`src/rtl/multi_register_bank.sv`:
```
// Datapath register file: NREGS registers sharing one FunSel, gated per register by RegSel.
// Two combinational read ports plus a registered boundary-hit flag for increment/decrement.
module multi_register_bank #(
  parameter int WIDTH = 16,
  parameter int NREGS = 4,
  parameter bit SAT   = 1'b0,
  localparam int SW   = (NREGS > 1) ? $clog2(NREGS) : 1
) (
  input  logic             Clock,
  input  logic             Reset,
  input  logic [NREGS-1:0] RegSel,
  input  logic [3:0]       FunSel,
  input  logic [WIDTH-1:0] I,
  input  logic [SW-1:0]    OutASel,
  input  logic [SW-1:0]    OutBSel,
  output logic [WIDTH-1:0] OutA,
  output logic [WIDTH-1:0] OutB,
  output logic             Wrap
);

  localparam int H = WIDTH / 2;
  localparam logic [WIDTH-1:0] ZERO = {WIDTH{1'b0}};
  localparam logic [WIDTH-1:0] ONES = {WIDTH{1'b1}};
  localparam logic [WIDTH-1:0] ONE  = {{(WIDTH-1){1'b0}}, 1'b1};

  logic [WIDTH-1:0] regs_q [NREGS];
  logic [WIDTH-1:0] regs_d [NREGS];
  logic [NREGS-1:0] hit_s;
  logic             wrap_q;
  logic             wrap_d;
  logic [WIDTH-1:0] out_a_s;
  logic [WIDTH-1:0] out_b_s;

  function automatic logic boundary_hit(input logic [WIDTH-1:0] q, input logic [3:0] fs);
    logic hit;
    case (fs)
      4'b0000: hit = (q == ZERO);
      4'b0001: hit = (q == ONES);
      default: hit = 1'b0;
    endcase
    return hit;
  endfunction

  // Saturating mode keeps the boundary value instead of wrapping around.
  function automatic logic [WIDTH-1:0] apply_op(input logic [WIDTH-1:0] q,
                                                input logic [3:0]       fs,
                                                input logic [WIDTH-1:0] d);
    logic [WIDTH-1:0] res;
    case (fs)
      4'b0000: res = (SAT && (q == ZERO)) ? q : q - ONE;
      4'b0001: res = (SAT && (q == ONES)) ? q : q + ONE;
      4'b0010: res = d;
      4'b0011: res = ZERO;
      4'b0100: res = {{(WIDTH-H){1'b0}}, d[H-1:0]};
      4'b0101: res = {q[WIDTH-1:H], d[H-1:0]};
      4'b0110: res = {d[H-1:0], q[H-1:0]};
      4'b0111: res = {{(WIDTH-H){d[H-1]}}, d[H-1:0]};
      4'b1000: res = {q[WIDTH-2:0], 1'b0};
      4'b1001: res = {1'b0, q[WIDTH-1:1]};
      4'b1010: res = {q[WIDTH-1], q[WIDTH-1:1]};
      4'b1011: res = {q[WIDTH-2:0], q[WIDTH-1]};
      4'b1100: res = {q[0], q[WIDTH-1:1]};
      4'b1101: res = {q[H-1:0], q[WIDTH-1:H]};
      4'b1110: res = ~q;
      4'b1111: res = q;
      default: res = q;
    endcase
    return res;
  endfunction

  // Next-state for every register and the combined boundary-hit indication.
  always_comb begin
    wrap_d = 1'b0;
    for (int r = 0; r < NREGS; r++) begin
      if (RegSel[r]) begin
        regs_d[r] = apply_op(regs_q[r], FunSel, I);
        hit_s[r]  = boundary_hit(regs_q[r], FunSel);
      end else begin
        regs_d[r] = regs_q[r];
        hit_s[r]  = 1'b0;
      end
    end
    wrap_d = |hit_s;
  end

  // Register state and wrap flag; reset wins over any operation on the same edge.
  always_ff @(posedge Clock) begin
    if (Reset) begin
      for (int r = 0; r < NREGS; r++) begin
        regs_q[r] <= ZERO;
      end
      wrap_q <= 1'b0;
    end else begin
      for (int r = 0; r < NREGS; r++) begin
        regs_q[r] <= regs_d[r];
      end
      wrap_q <= wrap_d;
    end
  end

  // Read muxes; an index with no backing register falls through to zero.
  always_comb begin
    out_a_s = ZERO;
    out_b_s = ZERO;
    for (int r = 0; r < NREGS; r++) begin
      out_a_s = (OutASel == SW'(r)) ? regs_q[r] : out_a_s;
      out_b_s = (OutBSel == SW'(r)) ? regs_q[r] : out_b_s;
    end
  end

  assign OutA = out_a_s;
  assign OutB = out_b_s;
  assign Wrap = wrap_q;

endmodule

```
`config.mk`:
```
export PLATFORM = sky130hd
export DESIGN_NAME = multi_register_bank
export DESIGN_NICKNAME = d
export VERILOG_FILES = /design/src/rtl/multi_register_bank.sv
export SDC_FILE = /design/constraint.sdc
export NUM_CORES = 1
export LEC_CHECK = 0
export CAP_MARGIN = 20
export CORE_UTILIZATION = 56
export CTS_CLUSTER_SIZE = 30
export DETAILED_ROUTE_END_ITERATION = 6
export PLACE_DENSITY_LB_ADDON = 0.1
export SLEW_MARGIN = 20
export SYNTH_ARGS = -nofsm -noshare
export SYNTH_HDL_FRONTEND = slang
export SYNTH_SLANG_ARGS = --single-unit
export TNS_END_PERCENT = 10
```
`constraint.sdc`:
```
create_clock -name Clock -period 4.3 [get_ports Clock]
set_clock_uncertainty 0.2 [all_clocks]
set_input_delay 0.86 -clock Clock [delete_from_list [all_inputs] [get_ports Clock]]
set_output_delay 0.86 -clock Clock [all_outputs]
set_load 0.01 [all_outputs]
```
=== Word-level counts from Yosys, hierarchy flattened ===
Memory sizes are Yosys's and may differ from the RTL's.
Index checks and enable logic that the tools add are counted.

* Word-level logic and storage cells: 82
* Flip-flop bits (word level): 1
* Bits in writable memories: 64
* Output and inout bits: 33
* Memories: 1

{| class="wikitable"
|+ Memory list
! memory !! words !! width !! rd ports !! clocked after Yosys merged registers in !! write ports !! line !! source
|-
| regs_q || 4 || 16 || 4 || 0 || 4 || 26 || <nowiki>logic [WIDTH-1:0] regs_q [NREGS];</nowiki>
|}

* Bitwise logic cells: 8
* Reduce and logical (&&, ||, !) cells: 8
* Add/subtract/negate cells: 8
* Equality and inequality tests: 25
* Muxes and demuxes: 31

{| class="wikitable"
|+ Operator list
! cell !! number
|-
| 16-bit case mux with 16 select lines || 4
|-
| 16-bit 2-to-1 mux || 16
|-
| 16-bit by 1-bit adder with 16-bit output, second input constant || 4
|-
| 16-bit equality test, second input constant || 4
|-
| 16-bit logical NOT || 4
|-
| 16-bit inverter || 4
|-
| 16-bit by 1-bit subtractor with 16-bit output, second input constant || 4
|-
| 4-bit equality test, second input constant || 8
|-
| 4-bit by 3-bit equality test with 1-bit output, second input constant || 4
|-
| 2-bit equality test, second input constant || 4
|-
| 4-bit by 2-bit equality test with 1-bit output, second input constant || 2
|-
| 1-bit case mux with 2 select lines || 4
|-
| 1-bit 2-to-1 mux || 7
|-
| 2-bit by 1-bit equality test with 1-bit output, second input constant || 2
|-
| 4-bit by 1-bit equality test with 1-bit output, second input constant || 1
|-
| 2-bit logical NOT || 2
|-
| 4-bit logical NOT || 1
|-
| 1-bit bitwise OR || 4
|-
| 4-bit OR reduction || 1
|}

=== Longest topological paths before layout ===
* Depth after elaboration: 5
* Gate-level depth with buffers: 14

=== Worst setup path after synthesis ===
OpenSTA, ideal clock, no wires.

* Path kind: input to register
* Start point: in FunSel[2]
* End point: mem regs_q[2][14]
* Stages: 13
* Setup slack: 0.030 ns
* Setup time: 0.122 ns
* Arrival time: 3.948 ns
* Buffers on the path: 2
* Cell sequence: buf_4 buf_6 nor2_2 nand2_2 fa_1 a211oi_2 o211ai_1 a41oi_2 nor2b_1 a311o_1 a21oi_2 xor2_1 a21oi_1

{| class="wikitable"
|+ RTL lines
! element !! line !! source
|-
| start, declared || 12 || <nowiki>input logic [3:0] FunSel,</nowiki>
|-
| end, declared || 26 ||
|}

==> PnR_summary.wiki <==
{| class="wikitable"
! Metric !! Value
|-
| Number of different library cells in the post-synthesis netlist || 82
|-
| Outcome || finished, violations left
|-
| Top cells by area, synth || dfxtp_1 (14%), ha_1 (8.8%), mux4_2 (7.9%), a21oi_1 (5.8%), nand2_1 (5.2%)
|-
| Max stage delay on crit path || 600 ps
|-
| Synthesized-area fraction occupied by ao, oa, aoi and oai cells || 33.6%
|-
| Detailed-route via count || 10000
|-
| Max_slew headroom || 24.8%
|-
| Number of detailed-routing iterations run before antenna repair || 7
|-
| Share of the yosys chip area belonging to registers || 14.3%
|-
| Commonest cells after routing, fill and taps aside || nand2_1 (126), a21oi_1 (106), nor2_1 (84), o21ai_0 (77), dfxtp_1 (65)
|-
| Time the final worst path needs with I/O delays and setup || 3830 ps
|-
| Final wirelength || 34.2 mm
|-
| Most used flip-flop cell after synthesis || dfxtp_1
|-
| Pin count of the biggest net entering global routing || 42
|-
| Crit-path cells || clkdlybuf4s50_1 -> buf_4 -> nand2b_1 -> nand2_2 -> nor3_4 -> buf_4 -> a221oi_1 -> a221oi_1 -> a21oi_1 -> nor2_1
|-
| Number of core rows || 46
|-
| Clock root buffer || clkbuf_16
|-
| Synthesis-stage register bit count || 65
|-
| Most common library cell in the layout ignoring fill and taps || nand2_1
|-
| Max clock buf depth || 2
|-
| Final std cells w/o fill || 1394
|-
| Placed Instance Area || 9580 µm²
|-
| Slowest stage cell on the critical path || a221oi_1
|-
| Worst slew pin tran || 1130 ps
|-
| Antenna Nets Post-Route || 0
|-
| Number of cells produced by synthesis || 1200
|-
| Worst EP arrival || 3860 ps
|-
| Post-Synth Simple-Gate Area || 18.8%
|-
| Worst r2r dst || regs_q[0][14]
|-
| I/O pin total || 63
|-
| Number of DRC markers after the initial detailed-route iteration || 1750
|-
| VDD IR max || 0.210 mV
|-
| Largest family of logic cells by synthesized area || compound AO/OA/AOI/OAI gates
|-
| Multiplexer share of the synthesized area || 9.66%
|-
| Setup repair after global routing missed its margin || false
|-
| First-pass GRT wire length || 52.7 mm
|-
| Warnings, synthesis || 0
|-
| Final setup TNS || 0 ps
|-
| Post_cts resized || 0
|-
| Proportion of synthesized flip-flops having asynchronous set or reset || 0%
|-
| Worst Reg2Reg Path Length in Cells || 10
|-
| CTS tree || yes
|-
| Final hold viol count || 0
|-
| Filler cell count || 1432
|-
| Largest area contributor in the synthesized netlist || dfxtp_1
|-
| Crit path launch type || input pin
|-
| Worst hold path type || flip-flop to flip-flop
|-
| Reg2Reg Setup Slack || 1260 ps
|-
| Endpoint type of the worst setup path || flip-flop
|-
| Sum of net half-perimeters after detailed placement || 24.0 mm
|-
| Initial Utilization || 57.3%
|-
| H-tree depth || 3
|-
| DRC violations left || 4
|-
| Post-synth EDFFs || 0
|-
| Layout cell share with drive strength beyond 1 || 10.3%
|-
| Clock input transition at the sequential cells of the worst setup and hold paths || 60 ps
|-
| Via count of the first global-routing pass || 9097
|-
| Total Die Area || 16700 µm²
|-
| Total number of clock tree sinks || 65
|-
| Layout area overhead || 9.50%
|-
| Max-slew violation count || 0
|-
| Latest clock arrival within the worst-skew pair || 350 ps
|-
| CP Class || input pin to flip-flop
|-
| Aggregate global routing overflow || 0
|-
| Inst Count DP || 1378
|-
| Routability congestion estimate || 0.997
|-
| Total power of the final layout || 3.17 mW
|-
| Portion of synthesized cell area occupied by the leading cell type || 14.3%
|-
| Final number of setup-violating endpoints || 0
|-
| Post-detailed-route wirelength per cell || 24.5 µm
|-
| Total power divided by cell area || 319 nW/µm²
|-
| Synthesized netlist net count || 1298
|-
| Post-Synth Adder-Cell Area || 9.71%
|-
| Num CTS Buffers || 9
|-
| Die outline width || 129 µm
|-
| Cts hold-fix bufs || 0
|-
| R2R Path Start || regs_q[0][0]
|-
| Antenna diode count || 0
|-
| Average via count per standard cell || 7.21
|-
| Post-CTS setup buffer count || 0
|-
| Share of the clock period used by the worst path after layout || 89.1%
|-
| Die height || 129 µm
|-
| Violations in the final reports || design-rule violations
|-
| Maximum clock frequency || 261 MHz
|-
| Layout net count || 1271
|-
| Reported leakage power || 3.70 nW
|-
| Max-cap check violation count || 0
|-
| Post-synthesis instance area || 9070 µm²
|-
| Worst setup endpoint || regs_q[3][7]
|-
| Largest driver fanout on the critical path || 41
|-
| Port Buffers || 62
|-
| Antenna violations before repair || 0
|-
| Final design utilization || 62.8%
|-
| Share of the synthesized netlist area taken by xor and xnor gates || 5.21%
|-
| Critical Path RT || 4330 ps
|-
| Finished layout cell area || 9940 µm²
|-
| Overall Global Routing Usage || 41.5%
|-
| CP Launch Point || FunSel[1]
|-
| Core footprint || 15800 µm²
|-
| Avg Synthesized Cell Area || 7.56 µm²
|}
[worst max-delay path: cells and delay by family]
| kind | cells | cell delay [ps] |
|---|---|---|
| simple gates | 4 | 900 |
| buf+inv | 3 | 1130 |
| compound gates | 3 | 940 |
[routing by layer]
layer	share of wire, %	up-vias	GRT usage (%)
li1	-	4496	-
met1	39	4662	54.6
met2	42	685	60.9
met3	13	201	10.9
met4	6.3	0	24.6
met5	0	-	0
[worst min path at each step]
stage,startpoint,end,slack [ps],depth (start not counted)
final,regs_q[1][1],regs_q[1][1],410,2
after global routing,regs_q[1][1],regs_q[1][1],460,2
after CTS,regs_q[1][1],regs_q[1][1],400,2
after detailed placement,regs_q[1][1],regs_q[1][1],400,2
after global placement,regs_q[1][1],regs_q[1][1],390,2
after floorplan,regs_q[3][13],regs_q[3][13],350,2
[state kept, by name (all words and copies together) (netlist names)]
register and cells:
Wrap 1, regs_q 64
[where the power goes]
group	switching [mW]	internal (mW)	total, mW
Sequential	0.214	0.657	0.872
Clock	0.311	0.624	0.934
Combinational	0.753	0.616	1.37
Total	1.28	1.90	3.17
[synth_stat cells (14+ instances only)]
| cell type | number |
|---|---|
| nor3_1 | 22 |
| nor4_1 | 15 |
| a221oi_1 | 27 |
| and2_1 | 14 |
| nand4_1 | 26 |
| o211ai_1 | 14 |
| xor2_1 | 23 |
| a211oi_1 | 43 |
| a21o_1 | 17 |
| dfxtp_1 | 65 |
| nand2_1 | 126 |
| a31oi_1 | 18 |
| o21ai_0 | 77 |
| xnor2_1 | 31 |
| mux4_2 | 32 |
| nor2_1 | 84 |
| a21oi_1 | 106 |
| inv_1 | 29 |
| a22oi_1 | 33 |
| ha_1 | 64 |
| clkbuf_1 | 70 |
| buf_2 | 36 |
| buf_4 | 14 |
[metrics by stage]
stage	hold slack, ps	worst slack [ps]
floorplan	351	30.3
global placement	390	248
detailed placement	397	176
CTS	405	521
global route	456	179
finish	414	469
[layout make-up]
type / instances / area [µm²] / area share [%]
clock buffer: 10 / 229 / 2.30
clock inverter: 6 / 130 / 1.31
inverter: 32 / 120 / 1.21
multi-input combinational: 969 / 7010 / 70.5
sequential: 65 / 1300 / 13.1
tap: 216 / 270 / 2.72
timing repair buffer: 96 / 881 / 8.86
[cell families after synthesis]
family / Yosys count
xor+xnor: 54
mux: 47
fa+ha+maj: 68
flops: 65
compound gates: 447
simple gates: 353
buf+inv: 166
No activity file was read; power rests on OpenSTA's default activity.
